==> src/rtl/dds_sweep_ctrl.sv <==
// Frequency-sweep controller for a DDS phase accumulator.
// Steps the frequency control word from f_start to f_stop in f_step
// increments. Each value is held for the dwell count, and the sweep can
// run once or repeat continuously. All outputs are registered.
module dds_sweep_ctrl #(
  parameter int WIDE_N  = 12,
  parameter int DWELL_W = 16
) (
  input  logic               clk,
  input  logic               rst_n,
  input  logic               start,
  input  logic               abort,
  input  logic               cont,
  input  logic [WIDE_N-1:0]  f_start,
  input  logic [WIDE_N-1:0]  f_stop,
  input  logic [WIDE_N-1:0]  f_step,
  input  logic [DWELL_W-1:0] dwell,
  output logic [WIDE_N-1:0]  fcw_o,
  output logic               acc_clr_o,
  output logic               busy_o,
  output logic               done_o,
  output logic               step_o
);

  typedef enum logic [1:0] {
    IDLE  = 2'd0,
    LOAD  = 2'd1,
    DWELL = 2'd2,
    DONE  = 2'd3
  } state_t;

  state_t             state;
  logic               cont_r;
  logic [WIDE_N-1:0]  f_start_r;
  logic [WIDE_N-1:0]  f_stop_r;
  logic [WIDE_N-1:0]  f_step_r;
  logic [DWELL_W-1:0] dwell_r;   // effective dwell, never zero once latched
  logic [DWELL_W-1:0] cnt;

  // The candidate next FCW carries one extra bit, so an overflow past the
  // top of the FCW range always compares as beyond f_stop and never wraps.
  logic [WIDE_N:0]    nxt;
  logic               dwell_end;
  logic               advance;

  assign nxt       = {1'b0, fcw_o} + {1'b0, f_step_r};
  assign dwell_end = (cnt == dwell_r - 1'b1);
  assign advance   = (f_step_r != '0) && (nxt <= {1'b0, f_stop_r});

  // Sweep sequencer: state, latched configuration, dwell counter and all outputs.
  // NOTE: sequential state uses non-blocking assignments only, so every
  // register samples the values from before the edge regardless of statement order.
  always_ff @(posedge clk or negedge rst_n) begin
    if (!rst_n) begin
      state     <= IDLE;
      cont_r    <= 1'b0;
      f_start_r <= '0;
      f_stop_r  <= '0;
      f_step_r  <= '0;
      dwell_r   <= '0;
      cnt       <= '0;
      fcw_o     <= '0;
      acc_clr_o <= 1'b0;
      busy_o    <= 1'b0;
      done_o    <= 1'b0;
      step_o    <= 1'b0;
    end else begin
      // The pulse outputs are high for one cycle only, unless a branch below re-arms them.
      acc_clr_o <= 1'b0;
      done_o    <= 1'b0;
      step_o    <= 1'b0;

      if (abort) begin
        state  <= IDLE;
        fcw_o  <= '0;
        busy_o <= 1'b0;
        cnt    <= '0;
      end else begin
        unique case (state)
          IDLE: begin
            if (start) begin
              cont_r    <= cont;
              f_start_r <= f_start;
              f_stop_r  <= f_stop;
              f_step_r  <= f_step;
              dwell_r   <= (dwell == '0) ? DWELL_W'(1) : dwell;
              busy_o    <= 1'b1;
              state     <= LOAD;
            end
          end

          LOAD: begin
            fcw_o     <= f_start_r;
            acc_clr_o <= 1'b1;
            cnt       <= '0;
            state     <= DWELL;
          end

          DWELL: begin
            if (!dwell_end) begin
              cnt <= cnt + 1'b1;
            end else if (advance) begin
              fcw_o  <= nxt[WIDE_N-1:0];
              step_o <= 1'b1;
              cnt    <= '0;
            end else if (cont_r) begin
              fcw_o     <= f_start_r;
              acc_clr_o <= 1'b1;
              cnt       <= '0;
            end else begin
              cnt    <= '0;
              done_o <= 1'b1;
              state  <= DONE;
            end
          end

          DONE: begin
            busy_o <= 1'b0;
            state  <= IDLE;
          end

          default: state <= IDLE;
        endcase
      end
    end
  end

endmodule
==> config.mk <==
export PLATFORM = sky130hd
export DESIGN_NAME = dds_sweep_ctrl
export DESIGN_NICKNAME = d
export VERILOG_FILES = /design/src/rtl/dds_sweep_ctrl.sv
export SDC_FILE = /design/constraint.sdc
export NUM_CORES = 1
export LEC_CHECK = 0
export ABC_AREA = 1
export CELL_PAD_IN_SITES_DETAIL_PLACEMENT = 1
export CELL_PAD_IN_SITES_GLOBAL_PLACEMENT = 2
export CORE_MARGIN = 10
export CORE_UTILIZATION = 32
export CTS_BUF_LIST = sky130_fd_sc_hd__clkbuf_16
export DETAILED_ROUTE_END_ITERATION = 6
export PLACE_DENSITY = 0.8
export SETUP_SLACK_MARGIN = 0.2
export SYNTH_ARGS = -nofsm -noshare
export SYNTH_HDL_FRONTEND = slang
export SYNTH_SLANG_ARGS = --single-unit
==> constraint.sdc <==
create_clock -name clk -period 4.54 [get_ports clk]
set_input_delay 1.362 -clock clk [delete_from_list [all_inputs] [get_ports clk]]
set_output_delay 1.362 -clock clk [all_outputs]
set_load 0.1 [all_outputs]
-- Word-level counts from Yosys, hierarchy flattened
Index checks and enable logic that the tools add are counted.
- register bits: 87
- bits of input ports: 57
- output and inout bits: 16
- word-level logic and storage cells: 68
- add/subtract/negate cells: 3
- magnitude comparators: 1
- equal/unequal tests: 9
- multiplexer cells: 32
- bitwise gates (word level): 1
- reductions and logical operators: 10
- operator list (cell ; number):
    2-to-1 mux 12 bit ; 4
    2-to-1 mux 16 bit ; 3
    case mux 16 bit (2 select lines) ; 1
    case mux 12 bit (2 select lines) ; 1
    adder 16 x 1 -> 16 bit (second input constant) ; 1
    equality test 16 bit ; 1
    zero test 16 bit ; 1
    subtractor 16 x 1 -> 16 bit (second input constant) ; 1
    2-to-1 mux 1 bit ; 15
    adder 12 x 12 -> 13 bit ; 1
    <= comparator 13 x 12 -> 1 bit ; 1
    inequality test 3 bit (second input constant) ; 4
    nonzero test 12 bit ; 1
    2-to-1 mux 2 bit ; 5
    case mux 2 bit (4 select lines) ; 1
    AND reduction 3 bit ; 2
    nonzero test 3 bit ; 2
    equality test 2 bit (second input constant) ; 2
    inequality test 4 bit (second input constant) ; 1
    case mux 1 bit (2 select lines) ; 2
    AND reduction 4 bit ; 1
    equality test 2 x 1 -> 1 bit (second input constant) ; 1
    zero test 2 bit ; 1
    AND reduction 2 bit ; 1
    2 further kinds ; 2

-- Longest topological paths before layout
Gate-level depths: netlist of the first run.
- depth in word-level cells: 7
- mapped depth: 23
- gate-level depth less buffers: 22

-- Least setup slack after synthesis of the first run
Ideal clock, no wire load.
- path type: reg2reg
- start: register fcw_o[0]
- end: register fcw_o[0]
- setup time: 0.120 ns
- data arrival time: 3.859 ns
- setup slack: 0.561 ns
- stages on the path, launching flop included: 23
- path through: dfrtp_1 ha_1 inv_1 fa_1 o21ai_0 nand3_1 nand2_1 xor2_1 ha_1 nand2_1 inv_1 nor2_1 o21a_1 nand2_1 nand2_1 nand2_1 a21oi_1 nand2_1 nand2_1 nand3_2 buf_4 nand2_1 nand2_1
- word-level cells in the longest chain between the ends: 7
- elaborated cells on any way between the ends: 9
- those cells by class: 1 x add/sub; 1 x order compare; 1 x eq/ne; 4 x mux; 2 x reduce/logical
- ends and longest elaborated chain (item ; line ; text):
    start, declared ; 18 ; output logic [WIDE_N-1:0] fcw_o,
    start signal, assigned ; 93 ; fcw_o <= f_start_r;
    start signal, assigned ; 103 ; fcw_o <= nxt[WIDE_N-1:0];
    start signal, assigned ; 107 ; fcw_o <= f_start_r;
    adder 12 x 12 -> 13 bit (*) ; 46 ; assign nxt = {1'b0, fcw_o} + {1'b0, f_step_r};
    <= comparator 13 x 12 -> 1 bit ; 48 ; assign advance = (f_step_r != '0) && (nxt <= {1'b0, f_stop_r});
    logical AND 1 bit ; 48 ;
    2-to-1 mux 12 bit ; 102 ; end else if (advance) begin
    2-to-1 mux 12 bit ; 100 ; if (!dwell_end) begin
    case mux 12 bit (2 select lines) ; 79 ; unique case (state)
    2-to-1 mux 12 bit ; 73 ; if (abort) begin
Mark *: on every way between the ends. The rest lies on a longest branch, timed or not. The select of a mux whose other input is x is not followed.
A chain may end at the register's enable or synchronous reset.

-- Final worst setup path of the first run
- start: register f_step_r[0]
- end: register fcw_o[1]
- word-level cells in the longest chain between the ends: 7
- elaborated cells on any way between the ends: 10
- those cells by class: 1 x add/sub; 1 x order compare; 1 x eq/ne; 4 x mux; 3 x reduce/logical
- ends and longest elaborated chain (item ; line ; text):
    start, declared ; 36 ; logic [WIDE_N-1:0] f_step_r;
    start signal, assigned ; 85 ; f_step_r <= f_step;
    adder 12 x 12 -> 13 bit ; 46 ;
    <= comparator 13 x 12 -> 1 bit ; 48 ;
    logical AND 1 bit ; 48 ;
    2-to-1 mux 12 bit ; 102 ;
    2-to-1 mux 12 bit ; 100 ;
    case mux 12 bit (2 select lines) ; 79 ;
    2-to-1 mux 12 bit ; 73 ;
Parallel ways exist; a longest one is shown, timed or not. The select of a mux whose other input is x is not followed.

==> out/qor_table.md, run 1 <==
| Metric | Value | Unit |
|:---|:---|:---|
| Outcome | finished, final reports clean | - |
| Cell type with the highest aggregate area in the netlist | dfrtp_1 | - |
| Share of post-route cells with drive strength above 1 | 4.71 | % |
| Maximum level of the CTS H-tree | 3 | - |
| Instance count of the mapped netlist | 758 | - |
| Clock Tree Buf Depth | 2 | - |
| Routability congestion estimate from global placement | 0.824 | - |
| Die outline height | 151 | µm |
| Register-to-register path setup slack | 0.86 | ns |
| Max-cap violations | 0 | - |
| Final critical path time including I/O delays and setup | 3.68 | ns |
| Cell area after synthesis | 5530 | µm² |
| Most used standard cell by instance count after synthesis | nand2_1 | - |
| Pleak | 3.25 | nW |
| Via density per instance | 4.91 | - |
| Number of nets in the final layout | 912 | - |
| Path category of the worst min-delay check | flip-flop to flip-flop | - |
| Die area | 22900 | µm² |
| Fin Setup TNS | 0 | ns |
| Residual overflow from global routing | 0 | - |
| Largest net degree at the start of global routing | 79 | - |
| Number of global-route vias before repair | 5653 | - |
| Crit path capture type | flip-flop | - |
| Router iterations before antenna repair | 4 | - |
| Number of stages on the worst setup path | 20 | - |
| Site row count | 48 | - |
| Comb power frac | 55.2 | % |
| Largest cells by area after synthesis | dfrtp_1, nand2_1, ha_1 | - |
| Area growth from synthesis to final layout | 22.5 | % |
| Clock insertion delay at the later pin of the skew report | 0.36 | ns |
| Share of the core filled with cells | 39.6 | % |
| Ports | 73 | - |
| Wire length of the first global-routing pass | 29600 | µm |
| Routed WL | 18100 | µm |
| Commonest cells post-synth | nand2_1, dfrtp_1, inv_1 | - |
| Routed Antenna Nets | 0 | - |
| Number of flops mapped to enable cells by yosys | 0 | - |
| PwrDens | 677 | nW/µm² |
| Crit path arrival time | 3.95 | ns |
| Core region area | 17100 | µm² |
| Buffer and inverter count on the worst path | 2 | - |
| Post-synth ARST share | 100 | % |
| R2R cell count | 20 | - |
| Final hold violation count | 0 | - |
| Crit start category | flip-flop | - |
| Final HPWL DP | 14200 | µm |
| Total of warnings raised by yosys | 0 | - |
| Clock Pin Slew Worst Setup and Hold Paths | 0.08 | ns |
| Setup repair after global routing missed its margin | false | - |
| Switching power of the nets | 2.32 | mW |
| Achievable Freq | 0.272 | GHz |
| Least-Margin Pin Slew | 1.06 | ns |
| Routed via count | 5169 | - |
| Mean routed wirelength per cell | 17.2 | µm |
| Number of pins exceeding their max-slew limit in the final report | 0 | - |
| Sequential power share | 28.1 | % |
| Setup clock skew after layout | 0.0122 | ns |
| Depth of the worst hold-timing path | 2 | - |
| Final-report setup violation count | 0 | - |
| Average cell area after synthesis | 7.29 | µm² |
| Clock sink total | 87 | - |
| 1st-iter DRT viols | 227 | - |
| Remaining max-slew budget at the tightest pin | 29.2 | % |
| Syn Nets | 847 | - |
| Number of buffer cells added on primary ports | 72 | - |
| Proportion of total power due to net switching | 50.6 | % |
| Crit-path max cell delay | 0.42 | ns |
| Portion of synthesized cell area occupied by the leading cell type | 39.4 | % |
| Root buf cell | clkbuf_16 | - |
| Critical path's most frequent cell | nand2_1 | - |
| #FFs+latches synth | 87 | - |
| CP max stage cell | fa_1 | - |
| Effective utilization at floorplan | 32.3 | % |
| Part of the power in the clock network | 16.7 | % |
| Fraction of the yosys area taken by sequential cells | 39.4 | % |
| Crit-path cells | ha_1, inv_1, fa_1, o21ai_1, nand3_1, nand2_1, xor2_1, ha_1, nand2_1, inv_1, nor2_1, o21a_1, nand2_1, nand2_1, nand2_1, a21oi_1, nand2_1, nand2_1, nand3_2, o21ai_0 | - |
| Internal power consumption | 2.27 | mW |
| Hold_buf cts | 0 | - |
| Total inserted antenna cells | 0 | - |
| Critical path class | flip-flop to flip-flop | - |
| Critical path peak fanout | 13 | - |
| GRT Util Overall | 16.5 | % |
| Worst vdd rail ir drop | 0.314 | mV |
| Fill cells | 2121 | - |
| Final worst-path cycle share | 81.1 | % |
| Clock buffer count from CTS | 9 | - |
| Data required time of the worst path | 4.81 | ns |
| Initial antenna violation count | 0 | - |
| Width of the die | 151 | µm |
| Top delay family on crit path | simple AND/OR/NAND/NOR gates | - |
| Post-route DRC | 0 | - |
| Clock tree from TritonCTS | built | - |
| Most frequently used flop master after synthesis | dfrtp_1 | - |
| Number of distinct library cells after synthesis | 36 | - |
cell type report:
type                       count  area [µm²]  area share, %
clock buffer                   9         225           3.33
clock inverter                 7        70.1           1.03
inverter                      79         297           4.38
multi-input combinational    567        2950           43.6
sequential                    87        2180           32.1
tap                          225         282           4.16
timing repair buffer          79         771           11.4
worst reg2reg max path, stage by stage (launching register included):
cell     delay (ns)
dfrtp_1        0.38
ha_1           0.20
inv_1          0.08
fa_1           0.42
o21ai_1        0.28
nand3_1        0.11
nand2_1        0.09
xor2_1         0.21
ha_1           0.29
nand2_1        0.07
inv_1          0.05
nor2_1         0.08
o21a_1         0.12
nand2_1        0.05
nand2_1        0.05
nand2_1        0.09
a21oi_1        0.24
nand2_1        0.11
nand2_1        0.15
nand3_2        0.28
o21ai_0        0.26
layout by cell type (no fill, tap or decap), types with 4 or more instances in the layout:
master           Yosys  routed
nand2_1            266     266
dfrtp_1             87      87
inv_1               79      79
clkdlybuf4s50_1      0      71
nor2_1              51      51
o21ai_0             42      41
nand3_1             37      37
a21oi_1             36      36
ha_1                31      31
nand4_1             23      23
xor2_1              16      16
xnor2_1             14      14
clkbuf_16            0       9
nor3_1               9       8
buf_4                1       8
nor4_1               6       6
nor2_2               4       4
o22ai_1              4       4
inv_8                0       4
registers in the layout, summed over array words and instances, names as in the netlist:
signal / cells
f_start_r: 12
busy_o: 1
fcw_o: 12
dwell_r: 16
f_stop_r: 12
cnt: 16
step_o: 1
cont_r: 1
state: 2
f_step_r: 12
acc_clr_o: 1
done_o: 1
power groups by stage:
stage,sequential [mW],clock (mW),combinational [mW]
3_5_place_dp,1.30,0,2.54
3_3_place_gp,1.30,0,2.46
2_1_floorplan,1.48,0,1.57
5_1_grt,1.33,0.822,2.88
6_report,1.29,0.766,2.53
4_1_cts,1.29,0.790,2.55
worst paths after layout:
path                                           start                   endpoint
min reg2reg                f_start_r[10]$_DFFE_PN0P_  f_start_r[10]$_DFFE_PN0P_
max                          f_step_r[0]$_DFFE_PN0P_       fcw_o[1]$_DFFE_PN0P_
min                        f_start_r[10]$_DFFE_PN0P_  f_start_r[10]$_DFFE_PN0P_
max in group asynchronous                      rst_n    f_step_r[3]$_DFFE_PN0P_
min in group asynchronous                      rst_n     dwell_r[3]$_DFFE_PN0P_
max reg2reg                  f_step_r[0]$_DFFE_PN0P_       fcw_o[1]$_DFFE_PN0P_
cell families after synthesis:
logic type,after synthesis,share of synthesized area (%)
flops,87,39.4
xor+xnor,30,4.75
buf+inv,104,7.33
compound gates,88,8.33
simple gates,417,32.8
fa+ha+maj,32,7.38
stage by stage:
step                      hold WS [ns]  total power [mW]  cells  cell area, µm²  setup slack (ns)
after CTS                        0.486              4.63   1053            6770             0.717
final                            0.482              4.59   1053            6770             0.859
after global placement           0.464              3.75   1037            6480             0.901
after detailed placement         0.466              3.84   1037            6480             0.725
after global routing             0.517              5.03   1053            6770             0.344
after floorplan                  0.442              3.04    758            5530             0.561
per-layer routing:
metal	vias to the layer above	part of all wire, %	GRT usage (%)
met5	-	0	0
met4	0	0.78	3.37
li1	2572	-	-
met1	2509	49	22.5
met2	80	45	25.8
met3	8	4.9	4.42
repair_timing:
action / 4_1_cts / 5_1_grt
endpoints found under the setup margin: 0 / 2
gates resized for setup: 0 / 1
buffers inserted: 0 / 0
(Power assumes the default switching activity.)
==> run 2: changes to the inputs <==
==> constraint.sdc (replaced) <==
create_clock -name clk -period 3.6 [get_ports clk]
set_input_delay 1.08 -clock clk [delete_from_list [all_inputs] [get_ports clk]]
set_output_delay 1.08 -clock clk [all_outputs]
set_load 0.1 [all_outputs]
==> out/qor_table.md, run 2 (same netlist as run 1, synthesis figures left out) <==
| Metric | Value | Unit | vs previous |
|:---|:---|:---|:---|
| Outcome | finished, final reports clean | - |  |
| Clock sink total | 87 | - | unchanged |
| Most common cell after layout, fill and taps aside | nand2_1 | - |  |
| Root buf cell | clkbuf_16 | - |  |
| Number of buffer cells added on primary ports | 72 | - | unchanged |
| Routed WL | 18500 | µm | +1.9% |
| Share of the core filled with cells | 41.1 | % | +1.6 points |
| Inst Count DP | 1047 | - | +0.96% |
| Total Power Consumption | 6.18 | mW | +35% |
| Share of post-route cells with drive strength above 1 | 11.7 | % | +7.0 points |
| Depth of the worst hold-timing path | 2 | - | unchanged |
| Wire length of the first global-routing pass | 29700 | µm | +0.28% |
| Critical path peak fanout | 6 | - | -7 |
| Die outline height | 151 | µm | unchanged |
| Number of nets in the final layout | 930 | - | +2.0% |
| Router iterations before antenna repair | 4 | - | unchanged |
| Maximum level of the CTS H-tree | 3 | - | unchanged |
| Width of the die | 151 | µm | unchanged |
| Crit start category | flip-flop | - |  |
| Setup clock skew after layout | 0.0121 | ns | -0.0000339 ns |
| Fill cells | 2099 | - | -1.0% |
| Routed via count | 5229 | - | +1.2% |
| Largest net degree at the start of global routing | 76 | - | -3.8% |
| Effective utilization at floorplan | 32.3 | % | unchanged |
| Mean routed wirelength per cell | 17.3 | µm | +0.17% |
| Final-report setup violation count | 0 | - | unchanged |
| Crit path capture type | flip-flop | - |  |
| Max-cap violations | 0 | - | unchanged |
| Clock insertion delay at the later pin of the skew report | 0.35 | ns | about the same |
| Remaining max-slew budget at the tightest pin | 24.2 | % | -5.0 points |
| Post-route DRC | 0 | - | unchanged |
| Final hold violation count | 0 | - | unchanged |
| Top library cells by usage in the layout, fill and taps aside | nand2_1, dfrtp_1, inv_1 | - |  |
| Residual overflow from global routing | 0 | - | unchanged |
| Number of global-route vias before repair | 5536 | - | -2.1% |
| 1st-iter DRT viols | 268 | - | +18% |
| Total inserted antenna cells | 0 | - | unchanged |
| Largest registers | cnt (16), dwell_r (16) | - |  |
| Die area | 22900 | µm² | unchanged |
| Routed Antenna Nets | 0 | - | unchanged |
| Crit path arrival time | 3.70 | ns | -0.25 ns |
| Site row count | 48 | - | unchanged |
| Final HPWL DP | 14300 | µm | +0.80% |
| Core region area | 17100 | µm² | unchanged |
| Achievable Freq | 0.294 | GHz | +8.1% |
| Pleak | 3.40 | nW | +4.7% |
| Final critical path time including I/O delays and setup | 3.40 | ns | -0.277 ns |
| Number of pins exceeding their max-slew limit in the final report | 0 | - | unchanged |
| Clock Pin Slew Worst Setup and Hold Paths | 0.07 | ns | about the same |
| Initial antenna violation count | 0 | - | unchanged |
| Critical path class | flip-flop to flip-flop | - |  |
| Setup repair after global routing missed its margin | true | - |  |
| Path category of the worst min-delay check | flip-flop to flip-flop | - |  |
| Final worst-path cycle share | 94.6 | % | +13 points |
| R2R cell count | 22 | - | +10% |
| Clock Tree Buf Depth | 2 | - | unchanged |
| Routability congestion estimate from global placement | 0.869 | - | +5.4% |
| PwrDens | 878 | nW/µm² | +30% |
| Area growth from synthesis to final layout | 27.3 | % |  |
| Via density per instance | 4.88 | - | -0.54% |
| Final instance count without filler cells | 1071 | - | +1.7% |
| Worst vdd rail ir drop | 0.438 | mV | +39% |
| Fin Setup TNS | 0 | ns | unchanged |
| GRT Util Overall | 16.4 | % | -0.081 points |
| Data required time of the worst path | 3.89 | ns | -0.92 ns |
| Hold_buf cts | 0 | - | unchanged |
| Clock buffer count from CTS | 9 | - | unchanged |
| Least-Margin Pin Slew | 1.14 | ns | +0.0743 ns |
| Clock tree from TritonCTS | built | - |  |
| Ports | 73 | - | unchanged |
| Hold Slack | 0.478 | ns | -0.00418 ns |
## run 2: final timing paths
kind / slack [ns] / endpoint / startpoint
min: 0.48 / f_start_r[9]$_DFFE_PN0P_ / f_start_r[9]$_DFFE_PN0P_
min in group asynchronous: 0.80 / cont_r$_DFFE_PN0P_ / rst_n
max: 0.20 / fcw_o[10]$_DFFE_PN0P_ / f_step_r[0]$_DFFE_PN0P_
min reg2reg: 0.48 / f_start_r[9]$_DFFE_PN0P_ / f_start_r[9]$_DFFE_PN0P_
max reg2reg: 0.20 / fcw_o[10]$_DFFE_PN0P_ / f_step_r[0]$_DFFE_PN0P_
max in group asynchronous: 2.10 / cnt[14]$_DFFE_PN0P_ / rst_n
## run 2: layer usage
layer	vias to the layer above	part of all wire, %	global-route usage (%)
li1	2600	-	-
met1	2539	50	23.0
met2	76	45	25.5
met3	14	3.7	2.84
met4	0	1.0	4.33
met5	-	0	0
## run 2: critical path, cell delays in order, from the launching register on
cell and delay (ns):
dfrtp_1 0.43, ha_4 0.19, inv_4 0.04, fa_2 0.42, o21ai_4 0.22, nand3_2 0.09
nand2_2 0.08, xor2_2 0.20, ha_1 0.28, nand2_1 0.07, inv_1 0.04, nor2_1 0.08
o21a_1 0.14, nand2_2 0.06, nand2_2 0.08, nand2_4 0.06, a21oi_4 0.17, nand2_2 0.09
nand2_4 0.15, inv_4 0.06, nor2_4 0.21, nand2_1 0.09, nand2_1 0.06
## run 2: stage by stage
stage | setup slack (ns) | cell area (µm²)
3_3_place_gp | -0.0531 | 6530
2_1_floorplan | 0.200 | 5540
5_1_grt | -0.0269 | 7040
4_1_cts | 0.222 | 6870
6_report | 0.196 | 7040
3_5_place_dp | -0.126 | 6530
## run 2: cell type report
cell class / instances / area (µm²) / share of cell area (%)
flip-flops and latches: 87 / 2180 / 31.0
repair buffers: 95 / 867 / 12.3
clock inverters: 7 / 68.8 / 0.978
inverters: 79 / 302 / 4.28
multi-input cells: 569 / 3110 / 44.2
clock buffers: 9 / 225 / 3.20
well taps: 225 / 282 / 4.00
## run 2: timing repair
item | 4_1_cts | 5_1_grt
cloned | 1 | 1
buffers inserted | 1 | 5
endpoints found under the setup margin | 15 | 16
gates resized for setup | 7 | 28
pin swaps | 2 | 10
## run 2: power breakdown
part / switching, mW / internal, mW
logic: 2.30 / 1.28
clock network: 0.433 / 0.541
registers: 0.307 / 1.32
